[src/rtl/multicycle_controller_pkg.sv]
// Shared types and encodings for the multicycle ARM-subset controller:
// FSM states, ALU operations, data-processing commands, condition codes and mux selects.
package ctrl_pkg;

    typedef enum logic [3:0] {
        FETCH,
        DECODE,
        MEMADR,
        MEMREAD,
        MEMWRITE,
        MEMWB,
        EXECUTER,
        EXECUTEI,
        ALUWB,
        BRANCH
    } state_t;

    localparam logic [2:0] ALU_ADD = 3'd0;
    localparam logic [2:0] ALU_SUB = 3'd1;
    localparam logic [2:0] ALU_AND = 3'd2;
    localparam logic [2:0] ALU_ORR = 3'd3;
    localparam logic [2:0] ALU_EOR = 3'd4;

    localparam logic [3:0] CMD_AND = 4'b0000;
    localparam logic [3:0] CMD_EOR = 4'b0001;
    localparam logic [3:0] CMD_SUB = 4'b0010;
    localparam logic [3:0] CMD_ADD = 4'b0100;
    localparam logic [3:0] CMD_TST = 4'b1000;
    localparam logic [3:0] CMD_CMP = 4'b1010;
    localparam logic [3:0] CMD_ORR = 4'b1100;

    localparam logic [3:0] COND_EQ = 4'b0000;
    localparam logic [3:0] COND_NE = 4'b0001;
    localparam logic [3:0] COND_CS = 4'b0010;
    localparam logic [3:0] COND_CC = 4'b0011;
    localparam logic [3:0] COND_MI = 4'b0100;
    localparam logic [3:0] COND_PL = 4'b0101;
    localparam logic [3:0] COND_VS = 4'b0110;
    localparam logic [3:0] COND_VC = 4'b0111;
    localparam logic [3:0] COND_HI = 4'b1000;
    localparam logic [3:0] COND_LS = 4'b1001;
    localparam logic [3:0] COND_GE = 4'b1010;
    localparam logic [3:0] COND_LT = 4'b1011;
    localparam logic [3:0] COND_GT = 4'b1100;
    localparam logic [3:0] COND_LE = 4'b1101;
    localparam logic [3:0] COND_AL = 4'b1110;
    localparam logic [3:0] COND_NV = 4'b1111;

    localparam logic [1:0] RES_ALUOUT = 2'b00;
    localparam logic [1:0] RES_DATA   = 2'b01;
    localparam logic [1:0] RES_ALU    = 2'b10;

    localparam logic [1:0] SRCB_REG  = 2'b00;
    localparam logic [1:0] SRCB_IMM  = 2'b01;
    localparam logic [1:0] SRCB_FOUR = 2'b10;

endpackage

[src/rtl/multicycle_controller_if.sv]
// Bundle between the instruction register / ALU and the controller.
// The master side is the controller; the slave side is the datapath.
interface multicycle_controller_if #(parameter int ALUCTRL_W = 3);

    logic [31:12]          Instr;
    logic [3:0]            ALUFlags;
    logic                  PCWrite;
    logic                  AdrSrc;
    logic                  MemWrite;
    logic                  IRWrite;
    logic [1:0]            ResultSrc;
    logic                  ALUSrcA;
    logic [1:0]            ALUSrcB;
    logic [1:0]            RegSrc;
    logic                  RegWrite;
    logic [1:0]            ImmSrc;
    logic [ALUCTRL_W-1:0]  ALUControl;

    modport master (
        input  Instr, ALUFlags,
        output PCWrite, AdrSrc, MemWrite, IRWrite, ResultSrc, ALUSrcA,
               ALUSrcB, RegSrc, RegWrite, ImmSrc, ALUControl
    );

    modport slave (
        output Instr, ALUFlags,
        input  PCWrite, AdrSrc, MemWrite, IRWrite, ResultSrc, ALUSrcA,
               ALUSrcB, RegSrc, RegWrite, ImmSrc, ALUControl
    );

endinterface

[src/rtl/multicycle_controller_cond_unit.sv]
// Flags register, condition evaluation and the registered condition-pass bit
// that gates every architectural write of the current instruction.
module cond_unit
    import ctrl_pkg::*;
(
    input  logic       clk,
    input  logic       reset,
    input  logic [3:0] cond,
    input  logic [3:0] aluFlags,
    input  logic [1:0] flagW,
    input  logic       condLoad,
    input  logic       flagLoad,
    output logic       condEx
);

    logic [3:0] flags;
    logic       condMet;
    logic       n, z, c, v;

    assign {n, z, c, v} = flags;

    // Condition evaluation against the architectural flags
    always_comb begin
        condMet = 1'b0;
        case (cond)
            COND_EQ: condMet = z;
            COND_NE: condMet = ~z;
            COND_CS: condMet = c;
            COND_CC: condMet = ~c;
            COND_MI: condMet = n;
            COND_PL: condMet = ~n;
            COND_VS: condMet = v;
            COND_VC: condMet = ~v;
            COND_HI: condMet = c & ~z;
            COND_LS: condMet = ~c | z;
            COND_GE: condMet = (n == v);
            COND_LT: condMet = (n != v);
            COND_GT: condMet = ~z & (n == v);
            COND_LE: condMet = z | (n != v);
            COND_AL: condMet = 1'b1;
            default: condMet = 1'b0;
        endcase
    end

    // NZ and CV halves update independently, and only for instructions that passed
    always_ff @(posedge clk or posedge reset) begin
        if (reset) begin
            flags <= 4'b0000;
        end else if (flagLoad && condEx) begin
            if (flagW[1]) flags[3:2] <= aluFlags[3:2];
            if (flagW[0]) flags[1:0] <= aluFlags[1:0];
        end
    end

    always_ff @(posedge clk or posedge reset) begin
        if (reset) begin
            condEx <= 1'b0;
        end else if (condLoad) begin
            condEx <= condMet;
        end
    end

endmodule

[src/rtl/multicycle_controller.sv]
// Moore FSM control unit for the multicycle ARM-subset datapath: sequences each
// instruction over 2-5 cycles and drives every mux select and write enable.
module multicycle_controller
    import ctrl_pkg::*;
#(
    parameter int ALUCTRL_W = 3,
    parameter int EXT_OPS   = 1
) (
    input  logic                    clk,
    input  logic                    reset,
    multicycle_controller_if.master bus
);

    state_t     state, nextState;
    logic [1:0] op;
    logic [5:0] funct;
    logic [3:0] cmd;
    logic       sBit;
    logic       rdIsPc;
    logic [2:0] aluOp;
    logic       noWrite;
    logic [1:0] flagW;
    logic       condEx;
    logic       unusedRn;

    logic       pcWrite, adrSrc, memWrite, irWrite, regWrite, aluSrcA;
    logic [1:0] resultSrc, aluSrcB;
    logic [2:0] aluCtrl;

    assign op       = bus.Instr[27:26];
    assign funct    = bus.Instr[25:20];
    assign cmd      = funct[4:1];
    assign sBit     = funct[0];
    assign rdIsPc   = (bus.Instr[15:12] == 4'hF);
    assign unusedRn = ^bus.Instr[19:16];

    // Data-processing decode; unknown commands behave as a flagless, writeless ADD
    always_comb begin
        aluOp   = ALU_ADD;
        noWrite = 1'b1;
        flagW   = 2'b00;
        case (cmd)
            CMD_ADD: begin aluOp = ALU_ADD; noWrite = 1'b0; flagW = {sBit, sBit}; end
            CMD_SUB: begin aluOp = ALU_SUB; noWrite = 1'b0; flagW = {sBit, sBit}; end
            CMD_AND: begin aluOp = ALU_AND; noWrite = 1'b0; flagW = {sBit, 1'b0}; end
            CMD_ORR: begin aluOp = ALU_ORR; noWrite = 1'b0; flagW = {sBit, 1'b0}; end
            CMD_EOR: if (EXT_OPS != 0) begin aluOp = ALU_EOR; noWrite = 1'b0; flagW = {sBit, 1'b0}; end
            CMD_CMP: if (EXT_OPS != 0) begin aluOp = ALU_SUB; flagW = 2'b11; end
            CMD_TST: if (EXT_OPS != 0) begin aluOp = ALU_AND; flagW = 2'b10; end
            default: ;
        endcase
    end

    cond_unit u_cond (
        .clk      (clk),
        .reset    (reset),
        .cond     (bus.Instr[31:28]),
        .aluFlags (bus.ALUFlags),
        .flagW    (flagW),
        .condLoad (state == DECODE),
        .flagLoad ((state == EXECUTER) || (state == EXECUTEI)),
        .condEx   (condEx)
    );

    always_ff @(posedge clk or posedge reset) begin
        if (reset) state <= FETCH;
        else       state <= nextState;
    end

    // Next state and Moore outputs; every output defaults to 0
    always_comb begin
        nextState = FETCH;
        pcWrite   = 1'b0;
        adrSrc    = 1'b0;
        memWrite  = 1'b0;
        irWrite   = 1'b0;
        regWrite  = 1'b0;
        aluSrcA   = 1'b0;
        resultSrc = RES_ALUOUT;
        aluSrcB   = SRCB_REG;
        aluCtrl   = ALU_ADD;
        case (state)
            FETCH: begin
                nextState = DECODE;
                irWrite   = 1'b1;
                pcWrite   = 1'b1;
                aluSrcA   = 1'b1;
                aluSrcB   = SRCB_FOUR;
                resultSrc = RES_ALU;
            end
            DECODE: begin
                aluSrcA   = 1'b1;
                aluSrcB   = SRCB_FOUR;
                resultSrc = RES_ALU;
                case (op)
                    2'b00:   nextState = funct[5] ? EXECUTEI : EXECUTER;
                    2'b01:   nextState = MEMADR;
                    2'b10:   nextState = BRANCH;
                    default: nextState = FETCH;
                endcase
            end
            MEMADR: begin
                nextState = funct[0] ? MEMREAD : MEMWRITE;
                aluSrcB   = SRCB_IMM;
            end
            MEMREAD: begin
                nextState = MEMWB;
                adrSrc    = 1'b1;
            end
            MEMWRITE: begin
                adrSrc    = 1'b1;
                memWrite  = condEx;
            end
            MEMWB: begin
                resultSrc = RES_DATA;
                regWrite  = condEx;
                pcWrite   = condEx & rdIsPc;
            end
            EXECUTER: begin
                nextState = ALUWB;
                aluCtrl   = aluOp;
            end
            EXECUTEI: begin
                nextState = ALUWB;
                aluSrcB   = SRCB_IMM;
                aluCtrl   = aluOp;
            end
            ALUWB: begin
                regWrite  = condEx & ~noWrite;
                pcWrite   = condEx & ~noWrite & rdIsPc;
            end
            BRANCH: begin
                aluSrcB   = SRCB_IMM;
                resultSrc = RES_ALU;
                pcWrite   = condEx;
            end
            default: ;
        endcase
    end

    // Write enables are killed combinationally so reset aborts any write at once
    assign bus.PCWrite    = pcWrite  & ~reset;
    assign bus.IRWrite    = irWrite  & ~reset;
    assign bus.RegWrite   = regWrite & ~reset;
    assign bus.MemWrite   = memWrite & ~reset;
    assign bus.AdrSrc     = adrSrc;
    assign bus.ResultSrc  = resultSrc;
    assign bus.ALUSrcA    = aluSrcA;
    assign bus.ALUSrcB    = aluSrcB;
    assign bus.ALUControl = ALUCTRL_W'(aluCtrl);
    assign bus.ImmSrc     = op;
    assign bus.RegSrc     = {op == 2'b01, op == 2'b10};

endmodule
[src/flat_wrapper.sv]
// flat-port wrapper written by rule: the top's interface ports become plain ports
module multicycle_controller_flat import ctrl_pkg::*;
#(
    parameter int ALUCTRL_W = 3,
    parameter int EXT_OPS   = 1
)
  (clk, reset, bus_Instr, bus_ALUFlags, bus_PCWrite, bus_AdrSrc, bus_MemWrite, bus_IRWrite, bus_ResultSrc, bus_ALUSrcA, bus_ALUSrcB, bus_RegSrc, bus_RegWrite, bus_ImmSrc, bus_ALUControl);
  multicycle_controller_if #(.ALUCTRL_W(ALUCTRL_W)) bus_i ();
  input  logic clk;
  input  logic reset;
  input wire logic [$bits(bus_i.Instr)-1:0] bus_Instr;
  input wire logic [$bits(bus_i.ALUFlags)-1:0] bus_ALUFlags;
  output wire logic [$bits(bus_i.PCWrite)-1:0] bus_PCWrite;
  output wire logic [$bits(bus_i.AdrSrc)-1:0] bus_AdrSrc;
  output wire logic [$bits(bus_i.MemWrite)-1:0] bus_MemWrite;
  output wire logic [$bits(bus_i.IRWrite)-1:0] bus_IRWrite;
  output wire logic [$bits(bus_i.ResultSrc)-1:0] bus_ResultSrc;
  output wire logic [$bits(bus_i.ALUSrcA)-1:0] bus_ALUSrcA;
  output wire logic [$bits(bus_i.ALUSrcB)-1:0] bus_ALUSrcB;
  output wire logic [$bits(bus_i.RegSrc)-1:0] bus_RegSrc;
  output wire logic [$bits(bus_i.RegWrite)-1:0] bus_RegWrite;
  output wire logic [$bits(bus_i.ImmSrc)-1:0] bus_ImmSrc;
  output wire logic [$bits(bus_i.ALUControl)-1:0] bus_ALUControl;
  assign bus_i.Instr = bus_Instr;
  assign bus_i.ALUFlags = bus_ALUFlags;
  assign bus_PCWrite = bus_i.PCWrite;
  assign bus_AdrSrc = bus_i.AdrSrc;
  assign bus_MemWrite = bus_i.MemWrite;
  assign bus_IRWrite = bus_i.IRWrite;
  assign bus_ResultSrc = bus_i.ResultSrc;
  assign bus_ALUSrcA = bus_i.ALUSrcA;
  assign bus_ALUSrcB = bus_i.ALUSrcB;
  assign bus_RegSrc = bus_i.RegSrc;
  assign bus_RegWrite = bus_i.RegWrite;
  assign bus_ImmSrc = bus_i.ImmSrc;
  assign bus_ALUControl = bus_i.ALUControl;
  multicycle_controller #(.ALUCTRL_W(ALUCTRL_W), .EXT_OPS(EXT_OPS)) u_core (.clk(clk), .reset(reset), .bus(bus_i));
endmodule
[config.mk]
export PLATFORM = sky130hd
export DESIGN_NAME = multicycle_controller_flat
export DESIGN_NICKNAME = d
export VERILOG_FILES = /design/src/rtl/multicycle_controller_pkg.sv /design/src/rtl/multicycle_controller_if.sv /design/src/rtl/multicycle_controller_cond_unit.sv /design/src/rtl/multicycle_controller.sv /design/src/flat_wrapper.sv
export SDC_FILE = /design/constraint.sdc
export NUM_CORES = 1
export LEC_CHECK = 0
export BUFFER_PORTS_ARGS = -buffer_cell sky130_fd_sc_hd__buf_2
export CORE_MARGIN = 1.5
export CORE_UTILIZATION = 46
export DETAILED_ROUTE_END_ITERATION = 7
export GPL_TIMING_DRIVEN = 0
export HOLD_SLACK_MARGIN = 0.02
export PLACE_DENSITY_LB_ADDON = 0.2
export REMOVE_ABC_BUFFERS = 1
export SLEW_MARGIN = 10
export SYNTH_ARGS = -nofsm -noshare
export SYNTH_HDL_FRONTEND = slang
export SYNTH_SLANG_ARGS = --single-unit
[constraint.sdc]
create_clock -name clk -period 3.85 [get_ports clk]
set_input_delay 0.5775 -clock clk [delete_from_list [all_inputs] [get_ports clk]]
set_output_delay 0.5775 -clock clk [all_outputs]
set_load 0.1 [all_outputs]
# Word-level counts from Yosys, hierarchy flattened
# Index checks and enable logic that the tools add are counted.
# W data, S select, Z words.
[word_totals]
word_cells = 88
reg_bits = 9
output_inout_bits = 17
[classes]
eq_ne = 34
muxes = 16
reduce_logical = 18
n_bitwise = 16
[op_table]
columns = ["operator", "n"]
rows = [
  ["$eq A4 B4 Y1 const B", 13],
  ["$eq A4 B3 Y1 const B", 9],
  ["$eq A4 B2 Y1 const B", 5],
  ["$pmux W4 S5", 1],
  ["$pmux W1 S15", 1],
  ["$eq A4 B1 Y1 const B", 3],
  ["$logic_not A4 Y1", 3],
  ["$pmux W3 S4", 1],
  ["$pmux W4 S3", 1],
  ["$reduce_or A2 Y1", 6],
  ["$and A1 B1 Y1", 9],
  ["$reduce_or A3 Y1", 3],
  ["$pmux W2 S2", 2],
  ["$pmux W2 S4", 1],
  ["$mux W3", 2],
  ["$mux W1", 5],
  ["$not A1 Y1", 5],
  ["$reduce_or A5 Y1", 1],
  ["$pmux W1 S4", 1],
  ["$reduce_and A2 Y1", 2],
  ["$eq A2 B1 Y1 const B", 1],
  ["$eq A2 B2 Y1 const B", 1],
  ["$logic_not A2 Y1", 1],
  ["$or A1 B1 Y1", 2],
  ["5 further kinds", 5],
]

# Depth between registers and ports, before layout
[logic_depth]
word_depth = 6
depth_mapped = 6

# Hierarchy
# Synthesis repeated with hierarchy kept, for this count alone.
[hier_totals]
hier_cells = 123
area_unflattened_um2 = 988.4
[modules_own_cells]
columns = ["mod", "area_per_inst_um2", "cells_each", "seq_area_each_um2", "n_inst"]
rows = [
  ["multicycle_controller", 628.1, 83, 100.1, 1],
  ["cond_unit", 360.3, 40, 125.1, 1],
]

# Worst setup path after synthesis
# Ideal clock, no wire load.
[synth_timing]
path_type = "reg-to-output"
startpoint = "register u_core.state[3]"
endpoint = "output bus_ALUControl[1]"
required_time_ns = 3.273
path_slack_ns = -2.189
arrival_ns = 5.462
path_stages_with_launch = 4
path_cell_list = "dfrtp_1 -> and2b_1 -> nand2_2 -> a2111oi_0"
[synth_between]
elab_chain_cells = 3
[synth_lines]
columns = ["item", "line", "source"]
rows = [
  ["start, declared", "multicycle_controller.sv:14", "state_t state, nextState;"],
  ["start signal, assigned", "multicycle_controller.sv:67", "else state <= nextState;"],
  ["$eq A4 B3 Y1", "multicycle_controller.sv:82", "case (state)"],
  ["$reduce_or A2 Y1 (no line) *", "--", ""],
  ["$mux W3 *", "multicycle_controller.sv:82", ""],
  ["end, declared", "flat_wrapper.sv:23", "output wire logic [$bits(bus_i.ALUControl)-1:0] bus_ALUControl;"],
]
# Every way passes the cells marked *; elsewhere a longest branch is shown, timed or not.

# Worst setup path in the final report
[layout_timing]
startpoint = "input bus_Instr[11]"
endpoint = "output bus_PCWrite"
[layout_between]
elab_chain_cells = 6
[layout_lines]
columns = ["item", "line", "source"]
rows = [
  ["start, declared", "flat_wrapper.sv:11", "input wire logic [$bits(bus_i.Instr)-1:0] bus_Instr;"],
  ["$eq A4 B3 Y1 (tied with other cells)", "multicycle_controller.sv:42", "case (cmd)"],
  ["$reduce_or A5 Y1 (no line) *", "--", ""],
  ["$and A1 B1 Y1 * (2 in series)", "multicycle_controller.sv:130", "pcWrite = condEx & ~noWrite & rdIsPc;"],
  ["$pmux W1 S4 *", "multicycle_controller.sv:82", ""],
  ["$and A1 B1 Y1 *", "multicycle_controller.sv:142", "assign bus.PCWrite = pcWrite & ~reset;"],
  ["end, declared", "flat_wrapper.sv:13", "output wire logic [$bits(bus_i.PCWrite)-1:0] bus_PCWrite;"],
]
# Marked as above.

==> summary.txt <==
Global routing
  • Largest net degree at the start of global routing: 14
  • First-pass GRT wire length: 3660 um
  • Vias in the first global route: 893
  • Overall Global Routing Usage: 19.6%
  • Initial antenna violation count: 0
  • GRT overflow: 0

Critical path
  • Total buffers and inverters traversed by the critical path: 2
  • Crit start category: input port
  • R2R Path End: u_core.u_cond.flags[1]
  • CP max-delay cell: buf_2
  • R2R setup slack: 2170 ps
  • Largest stage delay, worst path: 460 ps
  • Crit-path leading delay family: buffers and inverters
  • CP Max Fanout: 10
  • WP data required: 3270 ps
  • CP Launch Point: bus_Instr[11]
  • CP endpoint kind: output pin
  • FF-to-FF path depth: 4
  • CP Class: input port to output pin
  • Worst reg2reg path startpoint: u_core.state[3]
  • Critical Path AT: 2080 ps
  • Crit path to: bus_PCWrite
  • Crit path top cell by count: buf_2
  • Cell Chain, Critical Path: buf_2 -> mux2_2 -> o21ai_0 -> nor2b_1 -> o31ai_1 -> buf_2
  • Critical path depth: 6

Finish
  • Register area: 225 sq um
  • Area growth, synth to finish: 20.8%
  • Final instance area: 0.00114 sq mm
  • Final nets: 176
  • Final Util: 58.8%
  • Layout cell share with drive strength beyond 1: 35.6%
  • Antenna fix cells: 0
  • Multi-input logic area: 637 sq um
  • Fillers: 190

Power
  • Power, Total: 1.05 mW
  • Leakage: 0.553 nW
  • Power per cell area: 922 mW/mm^2
  • Maximum VDD drop: 0.000739 V

Detailed routing
  • TritonRoute pass-1 iters: 4
  • DRC errors left: 0
  • Initial DRC Count: 14
  • Wire length on met1: 879 um
  • Routed len/inst: 11.6 um
  • Met2 Routed Length: 1020 um
  • Top Layer Used: met4
  • Via count: 933
  • Detail Route met3 WL: 107 um
  • Drt total wl: 2040 um
  • Post-DRT Antenna Nets: 0
  • Vias per inst: 5.30

Logic synthesis
  • Synth Register Bits: 9
  • Synth Area per Inst: 8.15 sq um
  • Mapped Area: 946 sq um
  • Unique cell type count in the Yosys netlist: 44
  • Sequential area share after synthesis: 23.8%
  • Cells after synthesis: 116
  • Yosys warns: 0

Timing
  • Worst slew pin tran: 488 ps
  • Hold Fails Final Rpt: 0
  • Final slew viol count: 0
  • Final Setup Violations: 0
  • Tmin final: 2660 ps
  • Final Worst Setup Slack: 1190 ps
  • Slew margin rel.: 67.7%
  • Max Freq: 376 MHz
  • Setup tns final: 0 ps
  • RSZ-0062 raised after global routing: false
  • Fin crit share: 69.1%
  • Max Clock Skew: 4.95 ps

Die
  • Core footprint: 0.00194 sq mm
  • Starting Density: 48.7%
  • Die H: 48.3 um
  • IO Count: 43
  • Die width: 48.3 um
  • Die Area: 0.00234 sq mm
  • Site Rows: 16

Clock network
  • Sinks on Clock Net: 9
  • Clock Root Buffer: clkbuf_4
  • CTS tree: built
  • TritonCTS Buffers: 3
  • Clock Pin Slew Worst Setup and Hold Paths: 60 ps
  • H-tree levels: 1
  • Setup Buffers After CTS: 0
  • Clk_lat worst skew: 270 ps
  • CTS resizes: 0
  • Hold_buf cts: 0
  • Maximum root-to-sink buffer count: 2

Flow run
  • Max-Cap Viols: 0

Outcome
  • Status: finished, final reports clean

Place
  • Routability cong.: 0.796
  • Worst slack, placed: 1180 ps
  • DP HPWL: 1640 um
  • Port buffer count: 38
  • Placed Area: 0.00112 sq mm

Min path
  • Hold Path Class: input port to asynchronous set/reset pin
==> registers in the layout, indices dropped and copies added, names as in the netlist <==
name / flops
u_core.state: 4
u_core.u_cond.flags: 4
u_core.u_cond.condEx: 1
==> cells in the final DEF (no fill, tap or decap), types with 3 or more instances in the layout <==
master / netlist / routed
o21ai_0: 6 / 6
nor3_1: 3 / 3
clkbuf_4: 0 / 3
nand3b_1: 3 / 3
nand2_1: 3 / 3
mux2i_1: 4 / 4
dfrtp_1: 9 / 9
nand2b_1: 5 / 5
buf_2: 0 / 38
nor2_1: 15 / 15
a21oi_1: 3 / 3
mux2_2: 6 / 6
nor2b_1: 5 / 5
inv_1: 8 / 8
==> Yosys cell counts (all sizes together) <==
master    n  area (sq um)
and3b     2          17.5
o21ai     7          38.8
nand3     1          5.00
mux2i     4          40.0
a311oi    2          17.5
nor3      3          15.0
o31ai     1          7.51
nor2     15          56.3
a2111oi   2          36.3
clkbuf    5          20.0
buf       4          33.8
xor2      1          8.76
or2       2          12.5
or3       2          12.5
mux2      6          67.6
a211oi    2          20.0
xnor2     2          17.5
nor4      2          12.5
and2b     2          15.0
nor3b     2          20.0
inv       8          30.0
nand3b    3          22.5
dfrtp     9           225
nor4b     1          8.76
nand4b    1          8.76
o32ai     1          8.76
o22a      1          8.76
a22oi     2          15.0
nand2     4          17.5
nor2b     6          45.0
nand2b    5          31.3
a21oi     3          15.0
a211o     1          8.76
a31oi     1          6.26
nand4     2          12.5
or4       1          7.51
==> report_power, final <==
part / switching [mW] / internal, mW
combinational: 0.610 / 0.169
sequential: 0.0626 / 0.136
clock: 0.0346 / 0.0401
==> cell type report <==
| cell class | instances | area share [%] |
|---|---|---|
| flip-flops and latches | 9 | 19.7 |
| inverters | 8 | 2.63 |
| well taps | 27 | 2.96 |
| repair buffers | 38 | 16.6 |
| multi-input cells | 90 | 55.8 |
| clock buffers | 4 | 2.30 |
==> worst min path at each step <==
stage | startpoint | end | slack (ps) | cells after the start
2_1_floorplan | reset | u_core.state[0] | 410 | 1
3_3_place_gp | u_core.u_cond.flags[1] | u_core.u_cond.flags[1] | 530 | 1
3_5_place_dp | u_core.u_cond.flags[1] | u_core.u_cond.flags[1] | 530 | 1
4_1_cts | reset | u_core.state[0] | 290 | 2
5_1_grt | reset | u_core.state[0] | 320 | 2
6_report | reset | u_core.state[0] | 280 | 2
==> layer usage <==
metal | vias to the layer above | GRT usage [%]
met5 | - | 0
met4 | 0 | 7.14
met3 | 4 | 4.01
met2 | 24 | 36.3
met1 | 426 | 22.0
li1 | 479 | -
==> kinds of logic (layout without fill, tap and decap cells) <==
group | Yosys count | in the layout | share of synthesized area [%]
xor gates and xnor gates | 3 | 3 | 2.78
buffers and inverters | 17 | 50 | 8.86
muxes | 10 | 10 | 11.4
DFF | 9 | 9 | 23.8
and+or+nand+nor | 54 | 54 | 33.9
AOI/OAI and AO/OA | 23 | 23 | 19.3
==> stage by stage <==
step / hold WS (ps) / std cells
after floorplan: 414 / 107
after global placement: 526 / 172
after CTS: 289 / 176
after global routing: 323 / 176
final: 276 / 176
after detailed placement: 530 / 172
Note: power is estimated with default switching activity, not from simulation.
